**src/rtl/seg7_scan_mux_if.sv**
```systemverilog
// Host-side bus of the 7-segment scanner: load strobe, display data and status flags.
interface seg7_scan_mux_if #(
    parameter int DIGITS = 4
);
    logic                  load;
    logic [4*DIGITS-1:0]   value;
    logic [DIGITS-1:0]     dp;
    logic                  lz_blank;
    logic                  blink_en;
    logic                  update_pending;
    logic                  frame_tick;

    modport master (
        output load, value, dp, lz_blank, blink_en,
        input  update_pending, frame_tick
    );

    modport slave (
        input  load, value, dp, lz_blank, blink_en,
        output update_pending, frame_tick
    );
endinterface

```
**src/rtl/seg7_scan_mux.sv**
```systemverilog
// Time-multiplexed N-digit 7-segment driver with dead time, leading-zero blanking,
// frame-locked blink and a double-buffered update that only commits at frame end.
module seg7_scan_mux #(
    parameter int DIGITS         = 4,
    parameter int SCAN_DIV       = 4000,
    parameter int DEAD           = 16,
    parameter int BLINK_FRAMES   = 256,
    parameter bit SEG_ACTIVE_LOW = 1'b1,
    parameter bit DIG_ACTIVE_LOW = 1'b0
) (
    input  logic              CLK,
    input  logic              RST_N,
    seg7_scan_mux_if.slave    bus,
    output logic [6:0]        seg,
    output logic              seg_dp,
    output logic [DIGITS-1:0] dig
);

    localparam int POS_W = (SCAN_DIV > 1) ? $clog2(SCAN_DIV) : 1;
    localparam int IDX_W = (DIGITS > 1) ? $clog2(DIGITS) : 1;
    localparam int BLK_W = (BLINK_FRAMES > 1) ? $clog2(BLINK_FRAMES) : 1;

    localparam logic [POS_W-1:0]  POS_LAST = POS_W'(SCAN_DIV - 1);
    localparam logic [POS_W-1:0]  DEAD_POS = POS_W'(DEAD);
    localparam logic [IDX_W-1:0]  IDX_LAST = IDX_W'(DIGITS - 1);
    localparam logic [BLK_W-1:0]  BLK_LAST = BLK_W'(BLINK_FRAMES - 1);
    localparam logic [6:0]        SEG_OFF  = SEG_ACTIVE_LOW ? 7'h7F : 7'h00;
    localparam logic              DP_OFF   = SEG_ACTIVE_LOW;
    localparam logic [DIGITS-1:0] DIG_OFF  = {DIGITS{DIG_ACTIVE_LOW}};

    typedef enum logic {
        PHASE_ON  = 1'b0,
        PHASE_OFF = 1'b1
    } phase_t;

    logic [POS_W-1:0]    pos;
    logic [IDX_W-1:0]    idx;

    logic [4*DIGITS-1:0] pend_value;
    logic [DIGITS-1:0]   pend_dp;
    logic                pend_lz;
    logic                pend_blink;

    logic [4*DIGITS-1:0] act_value;
    logic [DIGITS-1:0]   act_dp;
    logic                act_lz;
    logic                act_blink;

    logic                update_pending;
    logic                frame_tick;
    logic [BLK_W-1:0]    blink_cnt;
    phase_t              phase;

    logic [3:0]          nibble;
    logic                dp_bit;
    logic                blanked;
    logic                zeros_above;
    logic [DIGITS-1:0]   dig_sel;
    logic                in_dead;
    logic                lit;
    logic [6:0]          seg_next;
    logic                dp_next;
    logic [DIGITS-1:0]   dig_next;
    logic                frame_end;

    assign bus.update_pending = update_pending;
    assign bus.frame_tick     = frame_tick;

    function automatic logic [6:0] hex_decode(input logic [3:0] n);
        logic [6:0] s;
        case (n)
            4'h0: s = 7'h3F;
            4'h1: s = 7'h06;
            4'h2: s = 7'h5B;
            4'h3: s = 7'h4F;
            4'h4: s = 7'h66;
            4'h5: s = 7'h6D;
            4'h6: s = 7'h7D;
            4'h7: s = 7'h07;
            4'h8: s = 7'h7F;
            4'h9: s = 7'h6F;
            4'hA: s = 7'h77;
            4'hB: s = 7'h7C;
            4'hC: s = 7'h39;
            4'hD: s = 7'h5E;
            4'hE: s = 7'h79;
            default: s = 7'h71;
        endcase
        return s;
    endfunction

    // Walk digits from the top down so zeros_above covers nibbles i..DIGITS-1 at digit i.
    always_comb begin
        nibble      = 4'h0;
        dp_bit      = 1'b0;
        blanked     = 1'b0;
        zeros_above = 1'b1;
        dig_sel     = '0;
        for (int i = DIGITS - 1; i >= 0; i--) begin
            zeros_above = zeros_above && (act_value[4*i +: 4] == 4'h0);
            if (idx == IDX_W'(i)) begin
                nibble     = act_value[4*i +: 4];
                dp_bit     = act_dp[i];
                blanked    = act_lz && (i != 0) && zeros_above;
                dig_sel[i] = 1'b1;
            end
        end
    end

    always_comb begin
        in_dead   = (pos < DEAD_POS);
        lit       = (phase == PHASE_ON);
        seg_next  = (in_dead || !lit || blanked) ? 7'h00 : hex_decode(nibble);
        dp_next   = !in_dead && lit && dp_bit;
        dig_next  = in_dead ? '0 : dig_sel;
        frame_end = (idx == IDX_LAST) && (pos == POS_LAST);
    end

    // Commit is evaluated before load so a load on the commit edge lands in the
    // freshly emptied pending buffer and keeps update_pending set.
    always_ff @(posedge CLK) begin
        if (!RST_N) begin
            pos            <= '0;
            idx            <= '0;
            pend_value     <= '0;
            pend_dp        <= '0;
            pend_lz        <= 1'b0;
            pend_blink     <= 1'b0;
            act_value      <= '0;
            act_dp         <= '0;
            act_lz         <= 1'b0;
            act_blink      <= 1'b0;
            update_pending <= 1'b0;
            blink_cnt      <= '0;
            phase          <= PHASE_ON;
            seg            <= SEG_OFF;
            seg_dp         <= DP_OFF;
            dig            <= DIG_OFF;
            frame_tick     <= 1'b0;
        end else begin
            seg        <= SEG_ACTIVE_LOW ? ~seg_next : seg_next;
            seg_dp     <= SEG_ACTIVE_LOW ? ~dp_next : dp_next;
            dig        <= DIG_ACTIVE_LOW ? ~dig_next : dig_next;
            frame_tick <= (pos == '0) && (idx == '0);

            if (pos == POS_LAST) begin
                pos <= '0;
                idx <= (idx == IDX_LAST) ? '0 : idx + 1'b1;
            end else begin
                pos <= pos + 1'b1;
            end

            if (frame_end) begin
                if (update_pending) begin
                    act_value      <= pend_value;
                    act_dp         <= pend_dp;
                    act_lz         <= pend_lz;
                    act_blink      <= pend_blink;
                    update_pending <= 1'b0;
                    blink_cnt      <= '0;
                    phase          <= PHASE_ON;
                end else if (act_blink) begin
                    if (blink_cnt == BLK_LAST) begin
                        blink_cnt <= '0;
                        phase     <= (phase == PHASE_ON) ? PHASE_OFF : PHASE_ON;
                    end else begin
                        blink_cnt <= blink_cnt + 1'b1;
                    end
                end else begin
                    blink_cnt <= '0;
                    phase     <= PHASE_ON;
                end
            end

            if (bus.load) begin
                pend_value     <= bus.value;
                pend_dp        <= bus.dp;
                pend_lz        <= bus.lz_blank;
                pend_blink     <= bus.blink_en;
                update_pending <= 1'b1;
            end
        end
    end

endmodule

```
**src/flat_wrapper.sv**
```systemverilog
// flat-port wrapper written by rule: the top's interface ports become plain ports
module seg7_scan_mux_flat 
#(
    parameter int DIGITS         = 4,
    parameter int SCAN_DIV       = 4000,
    parameter int DEAD           = 16,
    parameter int BLINK_FRAMES   = 256,
    parameter bit SEG_ACTIVE_LOW = 1'b1,
    parameter bit DIG_ACTIVE_LOW = 1'b0
)
  (CLK, RST_N, seg, seg_dp, dig, bus_load, bus_value, bus_dp, bus_lz_blank, bus_blink_en, bus_update_pending, bus_frame_tick);
  seg7_scan_mux_if #(.DIGITS(DIGITS)) bus_i ();
  input  logic CLK;
  input  logic RST_N;
  output logic [6:0] seg;
  output logic seg_dp;
  output logic [DIGITS-1:0] dig;
  input wire logic [$bits(bus_i.load)-1:0] bus_load;
  input wire logic [$bits(bus_i.value)-1:0] bus_value;
  input wire logic [$bits(bus_i.dp)-1:0] bus_dp;
  input wire logic [$bits(bus_i.lz_blank)-1:0] bus_lz_blank;
  input wire logic [$bits(bus_i.blink_en)-1:0] bus_blink_en;
  output wire logic [$bits(bus_i.update_pending)-1:0] bus_update_pending;
  output wire logic [$bits(bus_i.frame_tick)-1:0] bus_frame_tick;
  assign bus_i.load = bus_load;
  assign bus_i.value = bus_value;
  assign bus_i.dp = bus_dp;
  assign bus_i.lz_blank = bus_lz_blank;
  assign bus_i.blink_en = bus_blink_en;
  assign bus_update_pending = bus_i.update_pending;
  assign bus_frame_tick = bus_i.frame_tick;
  seg7_scan_mux #(.DIGITS(DIGITS), .SCAN_DIV(SCAN_DIV), .DEAD(DEAD), .BLINK_FRAMES(BLINK_FRAMES), .SEG_ACTIVE_LOW(SEG_ACTIVE_LOW), .DIG_ACTIVE_LOW(DIG_ACTIVE_LOW)) u_core (.CLK(CLK), .RST_N(RST_N), .bus(bus_i), .seg(seg), .seg_dp(seg_dp), .dig(dig));
endmodule
```
**config.mk**
```make
export PLATFORM = sky130hd
export DESIGN_NAME = seg7_scan_mux_flat
export DESIGN_NICKNAME = d
export VERILOG_FILES = /design/src/rtl/seg7_scan_mux_if.sv /design/src/rtl/seg7_scan_mux.sv /design/src/flat_wrapper.sv
export SDC_FILE = /design/constraint.sdc
export NUM_CORES = 1
export LEC_CHECK = 0
export BUFFER_PORTS_ARGS = -buffer_cell sky130_fd_sc_hd__buf_2
export CELL_PAD_IN_SITES_DETAIL_PLACEMENT = 0
export CELL_PAD_IN_SITES_GLOBAL_PLACEMENT = 1
export CORE_ASPECT_RATIO = 1.25
export CORE_MARGIN = 2
export CORE_UTILIZATION = 32
export DETAILED_ROUTE_END_ITERATION = 8
export PLACE_DENSITY = 0.64
export SKIP_CTS_REPAIR_TIMING = 1
export SLEW_MARGIN = 20
export SYNTH_ARGS = -nofsm -noshare
export SYNTH_HDL_FRONTEND = slang
export SYNTH_SLANG_ARGS = --single-unit
```
**constraint.sdc**
```tcl
create_clock -name CLK -period 3.74 [get_ports CLK]
set_clock_uncertainty 0.2 [all_clocks]
set_input_delay 0.374 -clock CLK [delete_from_list [all_inputs] [get_ports CLK]]
set_output_delay 0.374 -clock CLK [all_outputs]
set_load 0.01 [all_outputs]
```
[After elaboration in Yosys (flattened, before gate mapping)]
Memories as Yosys holds them, arrays and structs flattened.
Index checks and enable logic that the tools add are counted.
Operators by class
  $add $sub $neg: 3
  multipliers: 0
  divide/modulo/power cells: 0
  magnitude comparators: 1
  equal/unequal tests: 6
  shift-type cells: 0
  multiplexer cells: 27
  bitwise gates (word level): 4
  reduce and logical (&&, ||, !) cells: 22
Operators with widths (number)
  two-way mux 8 bit: 3
  two-way mux 1 bit: 18
  two-way mux 4 bit: 4
  adder 12 x 1 -> 12 bit (second input constant): 1
  equality test 12 bit (second input constant): 1
  logical NOT 12 bit: 1
  logical NOT 4 bit: 3
  < comparator 12 x 5 -> 1 bit (second input constant): 1
  logical AND 1 bit: 9
  adder 8 x 1 -> 8 bit (second input constant): 1
  equality test 8 bit (second input constant): 1
  two-way mux 7 bit: 1
  inverter 7 bit: 1
  equality test 2 bit (second input constant): 2
  AND reduction 2 bit: 2
  OR reduction 2 bit: 2
  != test 3 bit (second input constant): 1
  inverter 1 bit: 3
  adder 2 x 1 -> 2 bit (second input constant): 1
  equality test 2 x 1 -> 1 bit (second input constant): 1
  logical NOT 2 bit: 1
  logical OR 1 bit: 2
  two-way mux 2 bit: 1
  nonzero test 2 bit: 1
  logical NOT 1 bit: 1
Word-level totals
  bits in registers: 81
  latch bits: 0
  bits in writable memories: 0
  ROM bits: 112
  bits of input ports: 25
  output and inout bits: 14
  word-level logic and storage cells: 81
  memories: 1
Memory list
  (name not given): words 16, bits a word 7, read ports 1, clocked after Yosys merged registers in 0, wr ports 0, line seg7_scan_mux.sv:71  | case (n)

[Logic depth before layout (Yosys ltp)]
  depth after elaboration: 9
  mapped depth: 10
  depth with buffers taken out: 10

[Least setup slack after synthesis]
OpenSTA, ideal clock, no wires.
  path kind: flip-flop to flip-flop
  start point: register u_core.idx[0]
  end point: register u_core.seg[0]
  library setup time: 0.120 ns
  arrival: 2.301 ns
  slack: 1.119 ns
  stages on the path, launching flop included: 10
  buffers on the path: 0
  clock period less this slack: 2.621 ns
  cells stage by stage: dfxtp_1 -> ha_1 -> and2b_2 -> a221o_1 -> a22oi_1 -> inv_1 -> ha_1 -> or3_1 -> o21ai_0 -> o21ai_2
Between the ends
  longest elaborated chain between the ends: 8
RTL lines
  from (decl): line seg7_scan_mux.sv:37  | logic [IDX_W-1:0] idx;
  from (signal assigned): line seg7_scan_mux.sv:148  | idx <= (idx == IDX_LAST) ? '0 : idx + 1'b1;
  equality test 2 bit: line seg7_scan_mux.sv:101  | if (idx == IDX_W'(i)) begin
  two-way mux 4 bit / two-way mux 1 bit (equally long branches) (4 in series): line seg7_scan_mux.sv:101
  memory read (16 x 7 bit) / logical OR 1 bit (equally long branches)
  two-way mux 7 bit (*): line seg7_scan_mux.sv:113  | seg_next = (in_dead || !lit || blanked) ? 7'h00 : hex_decode(nibble);
  inverter 7 bit (*): line seg7_scan_mux.sv:141  | seg <= SEG_ACTIVE_LOW ? ~seg_next : seg_next;
  to (signal assigned): line seg7_scan_mux.sv:141
  to (decl): line seg7_scan_mux.sv:14  | output logic [6:0] seg,
Mark *: on every way between the ends. The rest lies on a longest branch, timed or not.
A chain may end at the register's enable or synchronous reset.

[Worst setup path in the final report]
Ends and elaborated chain as after synthesis.

==> summary.md <==
| Metric | Value |
|---|---|
| Area leader, netlist | dfxtp_1 |
| CP max-delay cell | a22oi_1 |
| Setup Viol. Count Final | 0 |
| Worst-Margin Slew | 0.750 ns |
| 1st-iter DRT viols | 89 |
| Vias in the first global route | 2,731 |
| Chip height | ~130 µm |
| Async SR Flop Fraction | 0 |
| Clock Sinks | a little over 80 |
| Slew headroom | 0.496 |
| Crit path kind | reg -> reg |
| Flop pwr share | 0.472 |
| Post-synth net total | between 400 and 500 |
| Period utilization | 0.824 |
| Gpl congestion | just under 0.8 |
| Post-synth EDFFs | 0 |
| Nets | 464 |
| Switching Fraction | 0.206 |
| Crit path DAT | 3.09 ns |
| Yosys top cell area share | 0.424 |
| Post-placement setup slack | ~0.65 ns |
| Number of library cell types mapped by synthesis | slightly below 60 |
| Drt wl/cell | around 13 µm |
| Crit end category | flip-flop |
| DPL Wire Length | 5410 µm |
| Largest net degree at the start of global routing | 60 |
| Fin util | 0.379 |
| Final Max Slew Viols | 0 |
| Critical path's largest stage delay | 0.40 ns |
| Post-Route Setup TNS | 0 ns |
| IO Count | 39 |
| Final setup margin | about 0.66 ns |
| DIE AREA | roughly 0.013 mm² |
| Yosys warning count | 0 |
| Clk buf depth | 2 |
| DRT Wirelength | approximately 7600 µm |
| Crit-path cells | inv_1 -> ha_1 -> and2b_2 -> a221o_1 -> a22oi_1 -> inv_1 -> ha_1 -> or3_1 -> o21ai_0 -> o21ai_2 |
| CP Max Fanout | 12 |
| Internal power | 1.51 mW |
| NetSw | approximately 390 µW |
| Outcome | finished clean |
| Antenna Cells | 0 |
| Layout Cells excl Fill | a little under 600 |
| Area post-placement | 0.00411 mm² |
| Clock power frac | 0.490 |
| Port Buffers | 38 |
| Top cells by area, synth | dfxtp_1 (42%), mux2i_1 (7.1%), a21boi_2 (5.9%) |
| PwrDens | between 400 and 500 mW/mm² |
| Antenna-violating nets left | 0 |
| Crit start category | flip-flop |
| RSZ-0062 raised after global routing | no |
| Vias | 2,719 |
| GRT Util Overall | 0.124 |
| Avg Synthesized Cell Area | about 10 µm² |
| Initial Util | 0.328 |
| Min Hold Slack | 0.0957 ns |
| Post-route cell area | 0.00442 mm² |
| Worst hold path class | in -> reg |
| Area of the core | approximately 0.012 mm² |
| Static leakage power | between 1.5 and 2 nW |
| Sequential element share of the synthesized area | 0.424 |
| Period minus WS final | between 3 and 4 ns |
| GRT Residual Overflow | 0 |
| Remaining DRCs | 0 |
| Area of the mapped netlist | about 0.0038 mm² |
| Max Cap Viol | 0 |
| Reg2Reg Depth | 10 |
| Main synth FF type | dfxtp_1 |
| Die Width | slightly above 100 µm |
| Post-Synthesis Cells | around 390 |
| Root buffer cell | clkbuf_16 |
| Combinational power share | 0.038 |
| 1st-pass router iterations | 4 |
| Site Rows | 44 |
| First-pass GRT wire length | around 13,000 µm |
| Clk_lat worst skew | roughly 0.33 ns |
| H-tree depth | 3 |
| #FFs+latches synth | between 80 and 90 |
| Total power draw | 1.90 mW |
| Clock transition at path regs | 0.06 ns |
| TritonCTS clock tree | built |
| Via density | ~4.6 |
| Final Hold Viols | 0 |
| Synth-to-Final Area Change | 15.6% |
| Worst Hold Depth | 3 |
| Initial antenna violation count | 0 |
| FMAX | ~320 MHz |
| Clock buffer count from CTS | 9 |
| Placed cells | about 580 |
| CP Data Required Time | about 3.8 ns |
| Worst vdd ir | 0.150 mV |
| Layout cells sized above 1 | 0.244 |
-- cell families after synthesis --
group | share of synthesized area
simple gates | 0.244
flops | 0.424
compound gates | 0.137
buf+inv | 0.0428
mux | 0.0736
xor+xnor | 0.0366
fa+ha+maj | 0.0425
-- cells in the final DEF, fill, tap and decap left out, types with 3 or more instances in the layout --
master / Yosys / final
xnor2_1: 6 / 6
nor3_1: 4 / 4
nand2_1: 60 / 60
and2_1: 3 / 3
o21ai_0: 3 / 3
mux2i_1: 27 / 27
xor2_1: 10 / 10
a21boi_2: 20 / 20
nand3b_1: 3 / 3
clkbuf_16: 0 / 9
nand4_1: 7 / 7
and3_1: 6 / 6
dfxtp_1: 81 / 81
a21boi_0: 5 / 5
nand3_1: 9 / 9
nand2_2: 10 / 10
buf_2: 4 / 38
ha_1: 13 / 13
nor2_1: 24 / 24
inv_1: 11 / 11
o211ai_2: 3 / 3
nor2b_1: 25 / 25
a21oi_1: 6 / 6
-- power by group through the flow --
stage	logic (mW)	registers (mW)	clock network (mW)
floorplan	0.0490	0.911	0
global placement	0.0731	0.914	0
detailed placement	0.0745	0.914	0
CTS	0.0747	0.895	0.958
global route	0.0814	0.897	0.987
finish	0.0728	0.895	0.929
-- cells in the mapped netlist (9+ instances only) --
| cell | number |
|---|---|
| nand2_1 | 60 |
| nand3_1 | 9 |
| mux2i_1 | 27 |
| nor2_1 | 24 |
| ha_1 | 13 |
| clkbuf_1 | 9 |
| nand2_2 | 10 |
| dfxtp_1 | 81 |
| a21boi_2 | 20 |
| nor2b_1 | 25 |
| inv_1 | 11 |
| xor2_1 | 10 |
-- sequential cells by signal, indices dropped and copies added (netlist names) --
name,count
u_core.act_lz,1
u_core.pend_lz,1
u_core.seg,7
u_core.dig,4
u_core.bus.update_pending,1
u_core.pos,12
u_core.phase,1
u_core.pend_value,16
u_core.pend_blink,1
u_core.act_dp,4
u_core.act_value,16
u_core.act_blink,1
u_core.pend_dp,4
u_core.blink_cnt,8
u_core.bus.frame_tick,1
u_core.seg_dp,1
u_core.idx,2
-- per-layer routing --
metal  GRT usage  vias up  wire length (µm)
met5           0        -                 0
met4      0.0400        0               107
met3      0.0372        7               306
met2       0.196       32              3500
met1       0.162     1264              3650
li1            -     1416                 -
-- worst max-delay path: cells and delay by family (launching register included) --
| kind | cells | cell delay (ns) |
|---|---|---|
| AOI/OAI and AO/OA | 4 | 0.87 |
| DFF | 1 | 0.34 |
| buffers and inverters | 2 | 0.27 |
| and+or+nand+nor | 2 | 0.64 |
| adders and majority gates | 2 | 0.64 |
-- cell type report --
class                   instances  area (µm²)
flip-flops and latches         81        1620
multi-input cells             283        2040
well taps                     161         201
repair buffers                 40         205
inverters                      11        41.3
fillers                      1222        7250
clock inverters                 5        78.8
clock buffers                  11         233
-- worst paths after layout --
kind	from	end	slack [ns]
setup / recovery	u_core.idx[0]	u_core.seg[0]	0.66
hold reg to reg	u_core.pend_value[4]	u_core.act_value[4]	0.26
hold / removal	bus_lz_blank	u_core.pend_lz	0.1
setup reg to reg	u_core.idx[0]	u_core.seg[0]	0.66
(Power assumes the default switching activity.)
